<file path="config.mk">
export PLATFORM = sky130hd
export DESIGN_NAME = csr_trap_sequencer
export DESIGN_NICKNAME = d
export VERILOG_FILES = /design/src/rtl/csr_trap_sequencer.sv
export SDC_FILE = /design/constraint.sdc
export NUM_CORES = 1
export LEC_CHECK = 0
export BUFFER_PORTS_ARGS = -buffer_cell sky130_fd_sc_hd__buf_2
export CELL_PAD_IN_SITES_DETAIL_PLACEMENT = 0
export CELL_PAD_IN_SITES_GLOBAL_PLACEMENT = 1
export CORE_UTILIZATION = 32
export DETAILED_ROUTE_END_ITERATION = 6
export HOLD_SLACK_MARGIN = 0.06
export PLACE_DENSITY = 0.68
export RECOVER_POWER = 100
export SKIP_CTS_REPAIR_TIMING = 1
export SLEW_MARGIN = 20
export SYNTH_ARGS = -nofsm -noshare
export SYNTH_HDL_FRONTEND = slang
export SYNTH_SLANG_ARGS = --single-unit
</file>
<file path="constraint.sdc">
create_clock -name clock_i -period 3.2 [get_ports clock_i]
set_input_delay 0.32 -clock clock_i [delete_from_list [all_inputs] [get_ports clock_i]]
set_output_delay 0.32 -clock clock_i [all_outputs]
set_load 0.1 [all_outputs]
</file>
<file path="src/rtl/csr_trap_sequencer.sv">
// CSR trap sequencer: owns the single access port of the M-mode CSR file and
// shares it between core CSR instructions and hardware trap/mret sequences.
// Trap traffic always wins over the core. Command encoding on the CSR port:
// 2'b00 no command, 2'b01 write only, 2'b10 read only, 2'b11 read-write.
module csr_trap_sequencer #(
   parameter int unsigned XLEN = 32
) (
   input  logic            clock_i,
   input  logic            reset_ni,
   // Trap requests from the core
   input  logic            exception_valid_i,
   input  logic [XLEN-1:0] exception_cause_i,
   input  logic [XLEN-1:0] exception_pc_i,
   input  logic [XLEN-1:0] exception_tval_i,
   input  logic            mret_valid_i,
   output logic            trap_ready_o,
   // Ordinary core CSR access
   input  logic            core_csr_req_i,
   input  logic [11:0]     core_csr_address_i,
   input  logic [1:0]      core_csr_command_i,
   input  logic [XLEN-1:0] core_csr_write_data_i,
   output logic            core_csr_gnt_o,
   // CSR file access port
   output logic [11:0]     csr_address_o,
   output logic [1:0]      csr_command_o,
   output logic [XLEN-1:0] csr_write_data_o,
   input  logic [XLEN-1:0] csr_read_data_i,
   // PC redirect towards the fetch stage
   output logic            redirect_valid_o,
   output logic [XLEN-1:0] redirect_pc_o,
   output logic            busy_o
);

   localparam logic [1:0] NoCommand = 2'b00;
   localparam logic [1:0] WriteOnly = 2'b01;
   localparam logic [1:0] ReadOnly  = 2'b10;

   localparam logic [11:0] CsrMstatus = 12'h300;
   localparam logic [11:0] CsrMtvec   = 12'h305;
   localparam logic [11:0] CsrMepc    = 12'h341;
   localparam logic [11:0] CsrMcause  = 12'h342;
   localparam logic [11:0] CsrMtval   = 12'h343;

   // mstatus field positions
   localparam int unsigned MieBit  = 3;
   localparam int unsigned MpieBit = 7;
   localparam int unsigned MppLo   = 11;
   localparam int unsigned MppHi   = 12;

   typedef enum logic [3:0] {
      StIdle,
      StRdMtvec,
      StRdMstatus,
      StWrMepc,
      StWrMcause,
      StWrMtval,
      StWrMstatus,
      StRedirect,
      StRdMepc,
      StRdMstatusR,
      StWrMstatusR
   } state_t;

   state_t r_state;
   state_t w_state_next;

   logic            w_accept_exc;
   logic            w_accept_mret;

   // Trap request captured at acceptance; the core may drop it afterwards.
   logic [XLEN-1:0] r_cause;
   logic [XLEN-3:0] r_pc_word;
   logic [XLEN-1:0] r_tval;

   // CSR values read during a sequence
   logic [XLEN-1:0] r_mtvec;
   logic [XLEN-1:0] r_mstatus;
   logic [XLEN-3:0] r_mepc_word;

   logic [XLEN-1:0] r_redirect_pc;

   logic [XLEN-1:0] w_trap_base;
   logic            w_vectored;
   logic [XLEN-1:0] w_trap_target;
   logic [XLEN-1:0] w_trap_mstatus;
   logic [XLEN-1:0] w_mret_mstatus;

   // Trap target: direct unless mtvec selects vectored mode and the cause is an interrupt.
   // Modes 2'b10/2'b11 fall back to direct; the vector offset wraps at XLEN bits.
   always_comb begin
      w_trap_base   = {r_mtvec[XLEN-1:2], 2'b00};
      w_vectored    = (r_mtvec[1:0] == 2'b01) && r_cause[XLEN-1];
      w_trap_target = w_trap_base;
      if (w_vectored) begin
         w_trap_target = w_trap_base + {r_cause[XLEN-3:0], 2'b00};
      end
   end

   // mstatus on trap entry: stack MIE into MPIE, disable interrupts, previous mode = M.
   always_comb begin
      w_trap_mstatus              = r_mstatus;
      w_trap_mstatus[MpieBit]     = r_mstatus[MieBit];
      w_trap_mstatus[MieBit]      = 1'b0;
      w_trap_mstatus[MppHi:MppLo] = 2'b11;
   end

   // mstatus on mret: taken straight from the read issued in the previous cycle.
   always_comb begin
      w_mret_mstatus              = csr_read_data_i;
      w_mret_mstatus[MieBit]      = csr_read_data_i[MpieBit];
      w_mret_mstatus[MpieBit]     = 1'b1;
      w_mret_mstatus[MppHi:MppLo] = 2'b00;
   end

   // State register.
   always_ff @(posedge clock_i or negedge reset_ni) begin
      if (!reset_ni) begin
         r_state <= StIdle;
      end else begin
         r_state <= w_state_next;
      end
   end

   // Next state, arbitration and CSR port drive.
   always_comb begin
      w_state_next     = r_state;
      w_accept_exc     = 1'b0;
      w_accept_mret    = 1'b0;
      trap_ready_o     = 1'b0;
      busy_o           = 1'b1;
      core_csr_gnt_o   = 1'b0;
      csr_address_o    = 12'h000;
      csr_command_o    = NoCommand;
      csr_write_data_o = '0;
      redirect_valid_o = 1'b0;

      unique case (r_state)
         StIdle: begin
            trap_ready_o = 1'b1;
            busy_o       = 1'b0;
            if (exception_valid_i) begin
               w_accept_exc = 1'b1;
               w_state_next = StRdMtvec;
            end else if (mret_valid_i) begin
               w_accept_mret = 1'b1;
               w_state_next  = StRdMepc;
            end else if (core_csr_req_i) begin
               core_csr_gnt_o   = 1'b1;
               csr_address_o    = core_csr_address_i;
               csr_command_o    = core_csr_command_i;
               csr_write_data_o = core_csr_write_data_i;
            end
         end
         StRdMtvec: begin
            csr_address_o = CsrMtvec;
            csr_command_o = ReadOnly;
            w_state_next  = StRdMstatus;
         end
         StRdMstatus: begin
            csr_address_o = CsrMstatus;
            csr_command_o = ReadOnly;
            w_state_next  = StWrMepc;
         end
         StWrMepc: begin
            csr_address_o    = CsrMepc;
            csr_command_o    = WriteOnly;
            csr_write_data_o = {r_pc_word, 2'b00};
            w_state_next     = StWrMcause;
         end
         StWrMcause: begin
            csr_address_o    = CsrMcause;
            csr_command_o    = WriteOnly;
            csr_write_data_o = r_cause;
            w_state_next     = StWrMtval;
         end
         StWrMtval: begin
            csr_address_o    = CsrMtval;
            csr_command_o    = WriteOnly;
            csr_write_data_o = r_tval;
            w_state_next     = StWrMstatus;
         end
         StWrMstatus: begin
            csr_address_o    = CsrMstatus;
            csr_command_o    = WriteOnly;
            csr_write_data_o = w_trap_mstatus;
            w_state_next     = StRedirect;
         end
         StRdMepc: begin
            csr_address_o = CsrMepc;
            csr_command_o = ReadOnly;
            w_state_next  = StRdMstatusR;
         end
         StRdMstatusR: begin
            csr_address_o = CsrMstatus;
            csr_command_o = ReadOnly;
            w_state_next  = StWrMstatusR;
         end
         StWrMstatusR: begin
            csr_address_o    = CsrMstatus;
            csr_command_o    = WriteOnly;
            csr_write_data_o = w_mret_mstatus;
            w_state_next     = StRedirect;
         end
         StRedirect: begin
            redirect_valid_o = 1'b1;
            w_state_next     = StIdle;
         end
         default: begin
            w_state_next = StIdle;
         end
      endcase
   end

   // Latch the exception request on acceptance.
   always_ff @(posedge clock_i or negedge reset_ni) begin
      if (!reset_ni) begin
         r_cause   <= '0;
         r_pc_word <= '0;
         r_tval    <= '0;
      end else if (w_accept_exc) begin
         r_cause   <= exception_cause_i;
         r_pc_word <= exception_pc_i[XLEN-1:2];
         r_tval    <= exception_tval_i;
      end
   end

   // Capture read data one cycle after each read was issued.
   always_ff @(posedge clock_i or negedge reset_ni) begin
      if (!reset_ni) begin
         r_mtvec     <= '0;
         r_mstatus   <= '0;
         r_mepc_word <= '0;
      end else begin
         if (r_state == StRdMstatus) begin
            r_mtvec <= csr_read_data_i;
         end
         if (r_state == StWrMepc) begin
            r_mstatus <= csr_read_data_i;
         end
         if (r_state == StRdMstatusR) begin
            r_mepc_word <= csr_read_data_i[XLEN-1:2];
         end
      end
   end

   // Redirect target is loaded on entry to StRedirect and held until the next redirect.
   always_ff @(posedge clock_i or negedge reset_ni) begin
      if (!reset_ni) begin
         r_redirect_pc <= '0;
      end else if (r_state == StWrMstatus) begin
         r_redirect_pc <= w_trap_target;
      end else if (r_state == StWrMstatusR) begin
         r_redirect_pc <= {r_mepc_word, 2'b00};
      end
   end

   assign redirect_pc_o = r_redirect_pc;

endmodule

</file>
==> impl_metrics.tcl, run 1 <==
set metrics [dict create \
    cts_tree "yes" \
    cts.sinks 219 \
    placed_cell_area_mm2 0.0134 \
    met3_length_mm 2.35 \
    layout_common_cells "217 x dfrtp_1, 214 x buf_2, 188 x mux2_2" \
    synth.distinct_cells 67 \
    place_congestion 0.840 \
    final_common_cell "dfrtp_1" \
    startpoint_type "flip-flop" \
    required_ns 2.88 \
    first_pass_iters 7 \
    io_pins 261 \
    start_util_pct 32.5 \
    clkLatencyLatePin_ns 0.53 \
    drive_above_1_share_pct 40.2 \
    cp_num_buf_inv 2 \
    grt_setup_unrepaired "yes" \
    wire_per_inst_um 20.3 \
    yosysSeqAreaShare_pct 48.6 \
    drt-met1-wl_mm 17.0 \
    relSlewSlack_pct -64.8 \
    drc 8 \
    violations "DRC, capacitance limit, slew limit" \
    tightest_slew_ns 2.47 \
    cts_max_level 1 \
    antenna_found_initial 1 \
    post-route-util_pct 43.9 \
    die_height_um 190 \
    hold_viol 0 \
    dieArea_mm2 0.0360 \
    place_ws_ns 0.392 \
    avgViaCountPerCell 5.22 \
    wl_mm 36.1 \
    path_clk_slew_ns 0.06 \
    post-dp-hpwl_mm 25.4 \
    async_flop_share_pct 100 \
    fp.dieW_um 190 \
    cp-end-kind "output port" \
    fin_area_mm2 0.0152 \
    finalSetupViolCount 0 \
    cp_top_family "simple AND/OR/NAND/NOR gates" \
    grt_first_pass_wirelength_mm 54.1 \
    holdWs_ns 0.0699 \
    status "finished with violations" \
    critPathKind "reg -> out" \
    cts_buffers 25 \
    synth_edf_count 0 \
    syn_to_final_growth_pct 34.9 \
    first_global_vias 8980 \
    synth_cells 958 \
    drt_iter0_markers 671 \
    holdPathStages 2 \
    fin_ws_ns 0.121 \
    synth_area_mm2 0.0113 \
    via_count 9305 \
    slowest_stage "dfrtp_1" \
    io_buffers 256 \
    grt_use_total_pct 19.5 \
    fmax_mhz 325 \
    top_layer "met5" \
    grt_max_degree 91 \
    min_period_over_period_pct 96.2 \
    dr_wl_met2_mm 16.3 \
    cp.arrival_ns 2.76 \
    cp_max_fo 46 \
    slowest_delay_ns 0.51 \
    cts-root-buf "clkbuf_16" \
    final_nets 1517 \
    ant_nets 0 \
    synth-seq-cells 219 \
    maxCapViolCount 1 \
    core_mm2 0.0346 \
    worstPathCellList "nor2_1, nand2_2, nor4b_2, buf_12, a21oi_1, a211oi_4, buf_4" \
    cp.depth 7 \
    synthFlopType "dfrtp_1" \
    r2r_setup_slack_ns 0.28 \
    overflow 0 \
    hp-class "in -> reg" \
    row_count 68 \
    synthesis.yosys.warnings 0 \
    clock_path_buffers 3 \
    rr_worst_depth 6 \
    period_needed_ns 3.08 \
    avgSynthCellArea_um2 11.8 \
    skew_ns 0.0158 \
    slew_violations 89 \
]
-- sequential cells by signal (all words and copies together) (netlist names) --
register,flops
r_cause,32
r_mtvec,32
r_tval,32
r_mepc_word,30
r_pc_word,30
redirect_pc_o,30
r_mstatus,29
r_state,4
-- metrics by stage --
stage                     setup TNS, ns  instances
after detailed placement              0       1634
after global routing            -0.0258       1781
after CTS                        -0.153       1679
after floorplan                       0        959
final                                 0       1783
after global placement                0       1634
-- worst register-to-register path, delay by kind of cell (launching register included) --
| family | cells | cell delay, ns |
|---|---|---|
| buffers and inverters | 2 | 1.01 |
| AND/OR/NAND/NOR | 3 | 0.76 |
| flip-flops | 1 | 0.56 |
| multiplexers | 1 | 0.49 |
-- routing by layer --
| layer | global-route usage, % | up-vias |
|---|---|---|
| li1 | - | 4337 |
| met1 | 28.2 | 4621 |
| met2 | 30.1 | 309 |
| met3 | 3.95 | 36 |
| met4 | 3.82 | 2 |
| met5 | 0 | - |
-- cells in the mapped netlist, types with 4 or more instances --
library cell	number	area (um^2)
mux2_2	188	2120
o21a_1	8	60.1
clkbuf_1	30	113
o21ai_0	21	105
a31oi_1	8	50.1
nand3_1	11	55.1
mux2i_1	21	210
buf_4	5	37.5
and3_1	4	25.0
nor2b_1	10	62.6
dfrtp_1	219	5480
a222oi_1	54	541
a211oi_1	18	135
and2_1	8	50.1
nand2_1	85	319
ha_1	29	363
o22ai_1	6	37.5
a22oi_1	10	75.1
a21oi_1	47	235
xnor2_1	11	96.3
buf_2	21	105
buf_1	6	22.5
inv_1	8	30.0
a21o_1	12	90.1
nor3_1	10	50.1
nor2_1	36	135
xor2_1	9	78.8
-- final timing paths --
check                                        from                        end
max                        r_state[1]$_DFFE_PN0P_           csr_command_o[1]
min in group asynchronous                reset_ni  r_mstatus[10]$_DFFE_PN0P_
max in group asynchronous                reset_ni  r_pc_word[11]$_DFFE_PN0P_
min reg2reg                r_tval[28]$_DFFE_PN0P_     r_tval[28]$_DFFE_PN0P_
min                            csr_read_data_i[0]     r_mtvec[0]$_DFFE_PN0P_
max reg2reg                r_state[1]$_DFFE_PN0P_    r_cause[13]$_DFFE_PN0P_
-- cells by family after synthesis --
logic type	Yosys count	synth area share [%]
compound gates	227	15.5
xor+xnor	20	1.55
fa+ha+maj	30	3.40
buf+inv	71	2.76
flops	219	48.6
mux	209	20.6
other cells	1	0.0333
simple gates	181	7.46
-- final cells by class --
class | count | area [um^2]
inverter | 9 | 33.8
fill | 3234 | 19400
multi-input combinational | 669 | 5580
clock inverter | 13 | 151
timing repair buffer | 384 | 2690
clock buffer | 32 | 702
antenna | 2 | 5.00
sequential | 219 | 5480
tap | 455 | 569
Power of run 1 is not shown: default switching activity piles up to over one toggle a cycle in this logic, so the estimate is an artifact.
==> inputs of run 2 (changes only) <==
- BUFFER_PORTS_ARGS: -buffer_cell sky130_fd_sc_hd__buf_2 -> -buffer_cell sky130_fd_sc_hd__buf_4
==> impl_metrics.tcl, run 2 (synthesized netlist as in run 1, its figures left out) <==
set metrics [dict create \
    row_count 68 \
    drc 0 \
    hp-class "in -> reg" \
    skew_ns 0.0156 \
    fillCellCount 3224 \
    io_pins 261 \
    violations "capacitance limit, slew limit" \
    place_congestion 0.854 \
    startpoint_type "flip-flop" \
    finalSetupViolCount 0 \
    final_nets 1535 \
    overflow 0 \
    wl_mm 37.0 \
    min_period_over_period_pct 97.7 \
    ant_nets 0 \
    grt_first_pass_wirelength_mm 55.3 \
    cp-end-kind "output port" \
    cts_buffers 26 \
    grt_max_degree 85 \
    clock_path_buffers 3 \
    drive_above_1_share_pct 39.7 \
    path_clk_slew_ns 0.06 \
    maxCapViolCount 2 \
    die_height_um 190 \
    fp.dieW_um 190 \
    clkLatencyLatePin_ns 0.53 \
    cts_max_level 1 \
    required_ns 2.88 \
    tightest_slew_ns 2.25 \
    reg_top3 "r_cause x32, r_mtvec x32, r_tval x32" \
    layout_common_cells "251 x buf_4, 219 x dfrtp_1, 188 x mux2_2" \
    status "finished with violations" \
    via_count 9383 \
    io_buffers 256 \
    wire_per_inst_um 20.6 \
    fmax_mhz 320 \
    cts-root-buf "clkbuf_16" \
    cp.arrival_ns 2.81 \
    fin_setup_tns_ns 0 \
    dieArea_mm2 0.0360 \
    slew_violations 113 \
    first_global_vias 9125 \
    period_needed_ns 3.13 \
    cts_tree "yes" \
    antenna_found_initial 1 \
    avgViaCountPerCell 5.22 \
    critPathKind "reg -> out" \
    cts.sinks 219 \
    drt_iter0_markers 665 \
    start_util_pct 32.5 \
    relSlewSlack_pct -49.9 \
    final_common_cell "buf_4" \
    cp_max_fo 13 \
    num_antenna_cells 0 \
    first_pass_iters 6 \
    syn_to_final_growth_pct 40.0 \
    post-dp-hpwl_mm 25.8 \
    core_mm2 0.0346 \
    hold_viol 0 \
    grt_use_total_pct 20.0 \
]
run 2: changes by cell type in the layout (fill, tap and decap cells not counted), sizes merged:
cell,before,now
buf,248,264
bufinv,3,0
clkbuf,70,74
clkinv,9,2
clkinvlp,0,2
diode,2,0
dlygate4sd3,98,105
inv,10,9
run 2: per-layer routing:
metal | wire (um) | up-vias | global-route usage (%)
met5 | 10 | - | 0
met4 | 622 | 2 | 3.85
met3 | 2280 | 46 | 3.69
met2 | 16600 | 310 | 30.9
met1 | 17500 | 4683 | 29.1
li1 | - | 4342 | -
run 2: final cells by class:
class                   instances  area [um^2]  share of cell area (%)
repair buffers                401         3320                    21.0
inverters                       9         33.8                   0.214
well taps                     455          569                    3.61
multi-input cells             669         5590                    35.4
clock inverters                 4         25.0                   0.159
flip-flops and latches        219         5480                    34.7
clock buffers                  42          762                    4.83
run 2: critical path, cell delays in order (launching register included):
cell      delay, ns
dfrtp_1        0.68
nand2b_1       0.32
nor2_4         0.09
buf_4          0.19
a222oi_1       0.53
nand2_1        0.18
buf_4          0.28
run 2: worst paths after layout:
| path | slack, ns | start | cells past startpoint | end |
|---|---|---|---|---|
| max | 0.07 | r_state[2]$_DFFE_PN0P_ | 6 | csr_write_data_o[17] |
| min | 0.07 | csr_read_data_i[6] | 2 | r_mstatus[6]$_DFFE_PN0P_ |
| min in group asynchronous | 0.98 | reset_ni | 2 | r_mepc_word[9]$_DFFE_PN0P_ |
| max in group asynchronous | 0.59 | reset_ni | 3 | r_mstatus[22]$_DFFE_PN0P_ |
| min reg2reg | 0.51 | r_tval[0]$_DFFE_PN0P_ | 1 | r_tval[0]$_DFFE_PN0P_ |
| max reg2reg | 0.20 | r_state[2]$_DFFE_PN0P_ | 6 | r_pc_word[13]$_DFFE_PN0P_ |
run 2: stage by stage:
step / hold slack [ns] / std cells / cell area, um^2 / setup slack (ns) / util [%]
after global routing: 0.0600 / 1799 / 15800 / -0.00453 / 45.6
after detailed placement: 0.387 / 1633 / 13900 / 0.398 / 40.2
final: 0.0725 / 1799 / 15800 / 0.0746 / 45.6
after global placement: 0.385 / 1633 / 13900 / 0.403 / 40.2
after floorplan: 0.0244 / 959 / 11300 / 0.195 / -
after CTS: -0.178 / 1679 / 14700 / 0.0212 / 42.4
Power of run 2 is left out for the same reason.
